===== src/rtl/mult_div_unit.sv =====
// Iterative MULT/MULTU/DIV/DIVU unit owning the architectural HI/LO registers.
// Shift-add multiply and restoring divide, one bit per cycle, with MTHI/MTLO writes.
module mult_div_unit #(
   parameter int WIDTH = 32,
   parameter int CNT_W = 6
) (
   input  logic             clk,
   input  logic             reset,
   input  logic             start,
   input  logic [1:0]       op,
   input  logic [WIDTH-1:0] operand_a,
   input  logic [WIDTH-1:0] operand_b,
   input  logic             abort,
   input  logic             mthi_en,
   input  logic             mtlo_en,
   input  logic [WIDTH-1:0] wr_data,
   output logic [WIDTH-1:0] hi,
   output logic [WIDTH-1:0] lo,
   output logic             busy,
   output logic             done
);

   typedef enum logic [1:0] {IDLE, CALC, FIN} state_t;

   localparam logic [CNT_W-1:0] LAST = CNT_W'(WIDTH - 1);

   state_t               state, state_next;
   logic [CNT_W-1:0]     count;
   logic                 is_div;
   logic                 sign_a, sign_b;
   logic [WIDTH-1:0]     mag_a, mag_b, raw_a;
   logic [2*WIDTH-1:0]   acc;
   logic [WIDTH-1:0]     rem;

   logic                 latch_en, iter_en, fin_write, mt_en;
   logic                 in_signed, in_sign_a, in_sign_b;
   logic [WIDTH-1:0]     in_mag_a, in_mag_b;
   logic [WIDTH:0]       mul_sum, div_shift, div_trial;
   logic [2*WIDTH-1:0]   mul_res;
   logic [WIDTH-1:0]     quo, rmd, res_hi, res_lo;

   // State register
   always_ff @(posedge clk or posedge reset) begin
      if (reset) state <= IDLE;
      else       state <= state_next;
   end

   // Next-state logic
   always_comb begin
      state_next = state;
      case (state)
         IDLE:    if (start) state_next = CALC;
         CALC: begin
            if (abort)              state_next = IDLE;
            else if (count == LAST) state_next = FIN;
         end
         FIN:     state_next = IDLE;
         default: state_next = IDLE;
      endcase
   end

   // Output / control decode
   always_comb begin
      busy      = (state != IDLE);
      latch_en  = (state == IDLE) && start;
      mt_en     = (state == IDLE) && !start;
      iter_en   = (state == CALC) && !abort;
      fin_write = (state == FIN) && !abort;
   end

   // Operand magnitudes and sign flags at issue; unsigned ops never set a sign flag
   always_comb begin
      in_signed = ~op[0];
      in_sign_a = in_signed & operand_a[WIDTH-1];
      in_sign_b = in_signed & operand_b[WIDTH-1];
      in_mag_a  = in_sign_a ? -operand_a : operand_a;
      in_mag_b  = in_sign_b ? -operand_b : operand_b;
   end

   // One iteration of each algorithm; divide keeps the dividend/quotient in acc's low half
   always_comb begin
      mul_sum   = {1'b0, acc[2*WIDTH-1:WIDTH]} + (acc[0] ? {1'b0, mag_a} : '0);
      div_shift = {rem, acc[WIDTH-1]};
      div_trial = div_shift - {1'b0, mag_b};
   end

   always_ff @(posedge clk or posedge reset) begin
      if (reset) begin
         count  <= '0;
         is_div <= 1'b0;
         sign_a <= 1'b0;
         sign_b <= 1'b0;
         mag_a  <= '0;
         mag_b  <= '0;
         raw_a  <= '0;
         acc    <= '0;
         rem    <= '0;
      end else if (latch_en) begin
         count  <= '0;
         is_div <= op[1];
         sign_a <= in_sign_a;
         sign_b <= in_sign_b;
         mag_a  <= in_mag_a;
         mag_b  <= in_mag_b;
         raw_a  <= operand_a;
         acc    <= op[1] ? {{WIDTH{1'b0}}, in_mag_a} : {{WIDTH{1'b0}}, in_mag_b};
         rem    <= '0;
      end else if (iter_en) begin
         count <= count + CNT_W'(1);
         if (is_div) begin
            if (div_trial[WIDTH]) begin
               rem <= div_shift[WIDTH-1:0];
               acc <= {acc[2*WIDTH-1:WIDTH], acc[WIDTH-2:0], 1'b0};
            end else begin
               rem <= div_trial[WIDTH-1:0];
               acc <= {acc[2*WIDTH-1:WIDTH], acc[WIDTH-2:0], 1'b1};
            end
         end else begin
            acc <= {mul_sum, acc[WIDTH-1:1]};
         end
      end
   end

   // Sign correction; divide-by-zero overrides with all-ones quotient and raw dividend
   always_comb begin
      mul_res = (sign_a ^ sign_b) ? -acc : acc;
      quo     = (sign_a ^ sign_b) ? -acc[WIDTH-1:0] : acc[WIDTH-1:0];
      rmd     = sign_a ? -rem : rem;
      if (!is_div) begin
         res_hi = mul_res[2*WIDTH-1:WIDTH];
         res_lo = mul_res[WIDTH-1:0];
      end else if (mag_b == '0) begin
         res_hi = raw_a;
         res_lo = '1;
      end else begin
         res_hi = rmd;
         res_lo = quo;
      end
   end

   always_ff @(posedge clk or posedge reset) begin
      if (reset) begin
         hi   <= '0;
         lo   <= '0;
         done <= 1'b0;
      end else begin
         done <= fin_write;
         if (fin_write) begin
            hi <= res_hi;
            lo <= res_lo;
         end else if (mt_en) begin
            if (mthi_en) hi <= wr_data;
            if (mtlo_en) lo <= wr_data;
         end
      end
   end

endmodule

===== config.mk =====
export PLATFORM = sky130hd
export DESIGN_NAME = mult_div_unit
export DESIGN_NICKNAME = d
export VERILOG_FILES = /design/src/rtl/mult_div_unit.sv
export SDC_FILE = /design/constraint.sdc
export NUM_CORES = 1
export LEC_CHECK = 0
export CAP_MARGIN = 20
export CORE_UTILIZATION = 25
export CTS_CLUSTER_DIAMETER = 150
export CTS_CLUSTER_SIZE = 12
export DETAILED_ROUTE_END_ITERATION = 12
export DONT_BUFFER_PORTS = 1
export PLACE_DENSITY = 0.39
export SLEW_MARGIN = 20
export SYNTH_ARGS = -nofsm -noshare
export SYNTH_HDL_FRONTEND = slang
export SYNTH_SLANG_ARGS = --single-unit

===== constraint.sdc =====
create_clock -name clk -period 8.26 [get_ports clk]
set_clock_uncertainty 0.1 [all_clocks]
set_input_delay 0.413 -clock clk [delete_from_list [all_inputs] [get_ports clk]]
set_output_delay 0.413 -clock clk [all_outputs]
set_load 0.02 [all_outputs]

==> results list, run 1 <==
* Number of buffers inserted by hold repair at cts: 67
* Pin count of the biggest net entering global routing: 82
* Num ports: 170
* Number of standard cells in the final layout excluding fillers: 3,357
- Synthesized instance count: 2,367
- Synthesized flop and latch total: 267
- Worst setup startpoint: acc[31]$_DFFE_PP0P_
- Placed cells: 3,257
- In this run, synthesis inferred 0 flip-flops with an integrated enable.
- Setup crit start kind: flop
- From bottom edge to top edge, the die measures 279.8 µm.
* Setup slack, reg-to-reg: 3.98 ns
* Category of the worst setup path capture point: flop
- The min-delay analysis places its worst path in the category input port to flop.
* Area enclosed by the die boundary: 78,290 µm²
* Clock H-tree levels: 1
- In the finished design, the share of the clock period the worst path needs comes to 51.79%.
* Area added between synthesis and finish: 11.94%
- Synth warn: 0
- Sequential share of the synthesized area: 34.63%
- Post-CTS timing repair inserted 0 buffers for setup.
* Static leakage: 9.048 nW
- STA puts the critical path data arrival time at 4.64 ns.
- The number of clock buffers added by TritonCTS is 26.
- Power spread over the standard cell area amounts to 238.6 nW/µm².
* Cell Area, Placed: 20,200 µm²
* Worst-case hold slack: 0.01928 ns
* Measured slew at the worst slew-check pin: 1.095 ns
- Gates resized during post-CTS repair numbered 0.
* Worst Path Max Fanout: 17
- Crit Reg-Reg Endpoint: rem[8]$_DFFE_PP0P_
- Max rail drop VDD: 147.2 µV
- Number of library cell types mapped by synthesis: 89
- Post-route standard cell area excluding fillers: 21,600 µm²
- Remaining global-route overflow: 0
- Worst-skew pair later-pin latency: 0.58 ns
* Placement Rows: 101
- Number of clock sinks seen by CTS: 267
- Required time of the worst setup path: 8.62 ns
- The critical path ends at rem[8]$_DFFE_PP0P_.
- For this run, design rule violations remaining after detail routing come to 0.
- The first routing iteration left 1,532 violations.
- Endpoints failing setup: 0
- CORE AREA: 76,200 µm²
- In this run the tool buffered the top-level ports with 0 buffer cells.
- The worst register-to-register path has a depth of 12.
* Mapped Nets: 2,542
- Total iterations of the first detailed-routing run: 5
- Max Transition Viols Final: 0
* CTS clock-pin slew for the worst setup and hold paths: 0.07 ns
- Mean routed wirelength per cell: 26.05 µm
- Place WS: 4.025 ns
- Source of the worst register-to-register timing path: acc[31]$_DFFE_PP0P_
- For this run, asynchronously set or reset flops after synthesis account for 100.0%.
- Vias after detailed routing: 17,990
- Using the TritonRoute via totals, the vias-per-cell ratio works out to 5.360.
- Wires add up to 87,450 µm.
* Post-route setup TNS: 0 ns
- A synthesized cell averages 8.152 µm².
- Largest incremental delay on the critical path: 0.66 ns
- The hold violation total from the final report is 0.
- Final min period: 4.278 ns
- All-layer global routing usage: 21.86%
* Die width: 279.8 µm
- The worst pin sits at a relative slew slack of 27.00%.
- Cell Chain, Critical Path: inv_1 > ha_1 > fa_1 > nand2b_1 > a21oi_2 > o211ai_1 > o21a_1 > o31a_2 > mux2i_2 > buf_4 > a211oi_1 > a311o_1
* Highest-delay cell along the critical path: mux2i_2
* Max frequency: 233.8 MHz
- Setup repair after global routing missed its margin: no
- For this configuration, the core starts out at a cell density of 25.32%.
- Across the run, the number of max-cap violations was 0.
- The library cells used most frequently in the layout, excluding fill and tap cells, are nand2_1 (383), dfrtp_1 (266), o21ai_0 (213).
- For this run, the post-layout net count is 2,498.
- Post-route worst setup slack: 3.982 ns
* Most common cell after layout, fill and taps aside: nand2_1
* Antenna violations before repair: 9
- Global-route wire length before repair: 125,400 µm
- Number of nets still failing antenna checks after routing: 0
- The longest clock path from root to sink contains 3 buffers.
* TritonCTS clock tree: done
- The post-route netlist has 4.905% of its cells at a drive strength greater than 1.
- Placed wire-length estimate after detailed placement: 66,460 µm
* Synthesized area: 19,290 µm²
- The run finished with clean final reports.
- The worst setup path is of the flop to flop kind.
- The via count of the first global-routing pass is 17,470.
- Placer's final routability congestion estimate: 0.8817
- Clock tree synthesis selected as its root buffer the cell clkbuf_16.
* Top FF cell, synth: dfrtp_1
how the worst min path moves through the flow:
stage	from	to	slack, ns	depth (start not counted)
floorplan	mag_a[30]$_DFFE_PP0P_	mag_a[30]$_DFFE_PP0P_	0.34	2
global placement	reset	mag_b[10]$_DFFE_PP0P_	0.29	1
detailed placement	reset	mag_b[10]$_DFFE_PP0P_	0.29	1
CTS	wr_data[25]	hi[25]$_DFFE_PP0P_	0.003	3
global route	wr_data[11]	lo[11]$_DFFE_PP0P_	0.02	2
finish	operand_b[17]	mag_b[17]$_DFFE_PP0P_	0.02	3
flip-flops by register name, indices dropped and copies added, names as in the netlist:
name / count
acc: 64
hi: 32
sign_b: 1
count: 6
raw_a: 31
done: 1
state: 2
lo: 32
is_div: 1
rem: 32
mag_a: 32
mag_b: 32
sign_a: 1
per-stage QoR:
| step | utilization (%) | total power, mW |
|---|---|---|
| 6_report | 28.34 | 5.153 |
| 5_1_grt | 28.34 | 5.443 |
| 4_1_cts | 28.29 | 5.177 |
| 3_5_place_dp | 26.51 | 3.976 |
| 3_3_place_gp | 26.50 | 3.957 |
| 2_1_floorplan | - | 3.291 |
critical path: cells and delay by family, from the launching register on:
family | cells | cell delay (ns)
simple gates | 1 | 0.22
buf+inv | 2 | 0.54
fa+ha+maj | 2 | 0.62
flops | 1 | 0.41
mux | 1 | 0.66
compound gates | 6 | 1.58
area by class of cell:
cell class / instances / area (µm²)
Timing Repair Buffer: 94 / 897.1
Sequential cell: 267 / 6683
Multi-Input combinational cell: 1870 / 11780
Clock buffer: 28 / 679.4
Antenna cell: 3 / 7.507
Fill cell: 8261 / 54600
Clock inverter: 1 / 11.26
Tap cell: 1030 / 1289
Inverter: 64 / 247.7
power breakdown:
group          internal (mW)  switching (mW)  total [mW]
Clock                  0.577           0.574        1.15
Sequential              1.58           0.477        2.06
Combinational          0.716            1.22        1.94
cell families (layout without fill, tap and decap cells):
family          after synthesis  in the layout  share of synthesized area [%]
compound gates              684            684                          22.69
xor+xnor                    203            203                          9.215
fa+ha+maj                    71             71                          4.682
buf+inv                     230            187                          4.624
flops                       267            267                          34.63
mux                          56             56                          2.963
other cells                   0              3                              0
simple gates                856            856                          21.20
per-layer routing:
metal	part of all wire (%)	global-route usage, %	vias up
met2	41	31.80	637
met1	47	31.58	8898
met3	9.5	6.872	66
li1	-	-	8388
met5	0.031	0	-
met4	1.8	3.783	4
cells in the mapped netlist, drive strengths merged (4+ instances only):
cell | instances | area share [%]
a211o | 5 | 0.23
a211oi | 18 | 0.73
a21boi | 5 | 0.19
a21o | 33 | 1.3
a21oi | 164 | 4.3
a221oi | 12 | 0.54
a31oi | 17 | 0.55
a32o | 4 | 0.21
a32oi | 36 | 1.6
and2 | 48 | 1.6
and3 | 9 | 0.29
buf | 26 | 0.65
clkbuf | 140 | 2.7
dfrtp | 267 | 35
ha | 69 | 4.5
inv | 63 | 1.2
mux2 | 6 | 0.37
mux2i | 50 | 2.6
nand2 | 387 | 7.5
nand2b | 25 | 0.85
nand3 | 63 | 1.6
nand4 | 45 | 1.5
nand4b | 5 | 0.26
nor2 | 137 | 2.7
nor2b | 12 | 0.39
nor3 | 38 | 1.0
nor3b | 4 | 0.16
nor4 | 31 | 1.1
o2111ai | 4 | 0.18
o211ai | 50 | 1.9
o21a | 8 | 0.31
o21ai | 226 | 5.9
o21bai | 5 | 0.19
o22ai | 10 | 0.32
o311ai | 10 | 0.45
o31ai | 31 | 1.3
o41ai | 18 | 1.1
or2 | 6 | 0.21
or3 | 18 | 0.58
or4 | 16 | 0.72
xnor2 | 97 | 4.4
xor2 | 106 | 4.8
Power figures use the tool's default switching activity.
==> inputs of run 2 (changes only) <==
PLACE_DENSITY = 0.37   (was 0.39)
clock period = 4.1 ns   (was 8.26 ns; I/O delays follow)
==> run 2 against run 1 <==
  * Setup slack worse by 3.7 ns
  * Wire length rose by 1.2%
  * Highest routed layer unchanged
  * Largest cell class unchanged
  * First-iteration DRC count decreased by 4.8%
  * Sequential share of layout area down 1.1 points
  * Combinational power increased by 110%
  * Final cell count is 2.7% higher
  * Global-route usage grew 0.38 points
  * Hold slack better by 0.0071 ns
  * Design area increased by 3.7%
  * Sequential cell count is the same
==> results list, run 2 (same netlist as run 1, synthesis figures left out) <==
- The run finished with clean final reports.
- Max frequency: 259.3 MHz
* Source of the worst register-to-register timing path: acc[31]$_DFFE_PP0P_
- Number of hold violations in the final report: 0
- TritonCTS created 26 clock buffers.
- In this run the number of H-tree levels came out at 1.
- The layout has 8,275 filler cells.
* Static leakage: 9.469 nW
- Type of the worst setup path: flop to flop
- Place WS: 0.2550 ns
- For this configuration, the core starts out at a cell density of 25.32%.
* Placer's final routability congestion estimate: 0.8773
- After legalization and detailed placement, the total HPWL measured 67,840 µm.
* Wire length after detailed routing: 88,490 µm
- Crit Reg-Reg Endpoint: rem[31]$_DFFE_PP0P_
* Worst Hold Launch: op[1]
- Hold-critical path depth: 2
* Max clock buf depth: 3
- Largest register by flop count: acc
- Worst Path Max Fanout: 10
* Vias after detailed routing: 18,530
- Number of cell instances on the worst register-to-register path: 12
- Across all register-to-register paths, the minimum setup slack is 0.24 ns.
- Setup crit start kind: flop
- Overall power of the completed layout: 10.56 mW
- The total area inside the core boundary comes to 76,200 µm².
* Power per cell area: 471.4 nW/µm²
- The number of antenna violations at the first check in global routing came to 3.
- Final net count: 2,591
* Die width: 279.8 µm
* All-layer global routing usage: 22.24%
- Remaining global-route overflow: 0
- Max-slew headroom at the worst pin: 18.31%
- TritonCTS clock tree: done
* Clock tree root driver cell: clkbuf_16
* Proportion of layout cells with a drive suffix above 1: 6.827%
- Clock-pin slew was measured on the worst setup and hold paths at 0.07 ns.
- Arrival time at the worst endpoint: 4.21 ns
- Post-route worst setup slack: 0.2441 ns
- From bottom edge to top edge, the die measures 279.8 µm.
* Final min period: 3.856 ns
- Most common cell after layout, fill and taps aside: nand2_1
- Number of I/O port buffers: 0
* Pin count of the biggest net entering global routing: 152
- Number of clock sinks seen by CTS: 267
- The tool flagged a number of max-cap violations equal to 0.
- Category of the worst setup path capture point: flop
* Worst Hold End: acc[2]$_DFFE_PP0P_
- The first global-routing pass estimated 128,600 µm of wire.
- Via count of the first global-routing pass: 17,850
- Num ports: 170
- Dividing the detail-routed wire length by the instance count gives 25.66 µm.
- Area added between synthesis and finish: 16.12%
* Area enclosed by the die boundary: 78,290 µm²
- Placement Rows: 101
- DRC marker count from the first detailed-route iteration: 1,458
* Worst-case hold slack: 0.02637 ns
- Dividing the final minimum period by the clock period gives 94.05%.
- Required time of the worst setup path: 4.45 ns
- For the pin with the worst max-slew slack, the measured transition is 1.213 ns.
- For this run, design rule violations remaining after detail routing come to 0.
- Class of the most critical hold timing path: input port to flop
- Setup violations remaining at the end of the flow were counted as 0.
- Max Transition Viols Final: 0
- The worst-case IR drop observed on VDD is 308.1 µV.
- Total iterations of the first detailed-routing run: 7
- Commonest cells after routing, fill and taps aside: nand2_1 (384), dfrtp_1 (265), o21ai_0 (213)
- Routed vias/inst: 5.373
- The register with the most flip-flops in the layout has 64 of them.
* Worst-skew pair later-pin latency: 0.58 ns
- Adding up every negative setup slack in the final design gives 0 ns.
- Number of nets still failing antenna checks after routing: 0
- Setup repair after global routing missed its margin: no
## run 2: layout make-up
class                           count  area [µm²]  share of cell area [%]
Multi-Input combinational cell   1870       11780                   52.57
Sequential cell                   267        6684                   29.83
Timing Repair Buffer              187        1714                   7.651
Tap cell                         1030        1289                   5.752
Clock buffer                       28       679.4                   3.032
Inverter                           64       244.0                   1.089
Clock inverter                      1       11.26                 0.05026
Antenna cell                        2       5.005                 0.02234
## run 2: metal layers
layer / routed length [µm] / global-route usage, % / part of all wire (%) / vias to the layer above
met5: 26 / 0 / 0.029 / -
li1: - / - / - / 8584
met4: 1442 / 3.643 / 1.6 / 4
met2: 37610 / 33.34 / 43 / 658
met3: 6182 / 3.812 / 7.0 / 71
met1: 43230 / 33.38 / 49 / 9214
## run 2: stage by stage
step,utilization [%],area (µm²),cells
6_report,29.40,22410,3449
4_1_cts,29.39,22400,3447
3_3_place_gp,27.03,20600,3308
2_1_floorplan,-,19300,2367
3_5_place_dp,27.03,20600,3308
5_1_grt,29.40,22400,3447
## run 2: repair_timing
item	in CTS	in global routing
setup buffers	0	0
resized for setup	0	1
hold buffers	110	0
endpoints found under the hold margin	457	0
endpoints found under the setup margin	0	2
## run 2: worst max-delay path by stage
stage                             start             endpoint  cells after the start
finish              acc[31]$_DFFE_PP0P_  rem[31]$_DFFE_PP0P_                     12
global route        acc[31]$_DFFE_PP0P_  rem[31]$_DFFE_PP0P_                     12
CTS                  acc[0]$_DFFE_PP0P_  acc[57]$_DFFE_PP0P_                     13
detailed placement   acc[0]$_DFFE_PP0P_  acc[57]$_DFFE_PP0P_                     13
global placement     acc[0]$_DFFE_PP0P_  acc[57]$_DFFE_PP0P_                     13
floorplan                         reset   acc[0]$_DFFE_PP0P_                      1
## run 2: worst max-delay path, cell delays in order (launching register included)
cell and delay [ns]:
dfrtp_1 0.42, inv_1 0.11, ha_1 0.24, fa_1 0.40, nand2b_1 0.21, a21oi_2 0.20, o211ai_1 0.17, o21a_1 0.31
o31a_2 0.43, mux2_4 0.37, o21ai_0 0.40, buf_4 0.24, o211ai_1 0.11
## run 2: power by group
group	internal, mW	leakage [nW]	switching, mW	total [mW]
Clock	1.16	0.340	1.15	2.31
Combinational	1.53	5.75	2.54	4.07
Sequential	3.19	3.38	0.993	4.18
Total	5.88	9.47	4.68	10.6
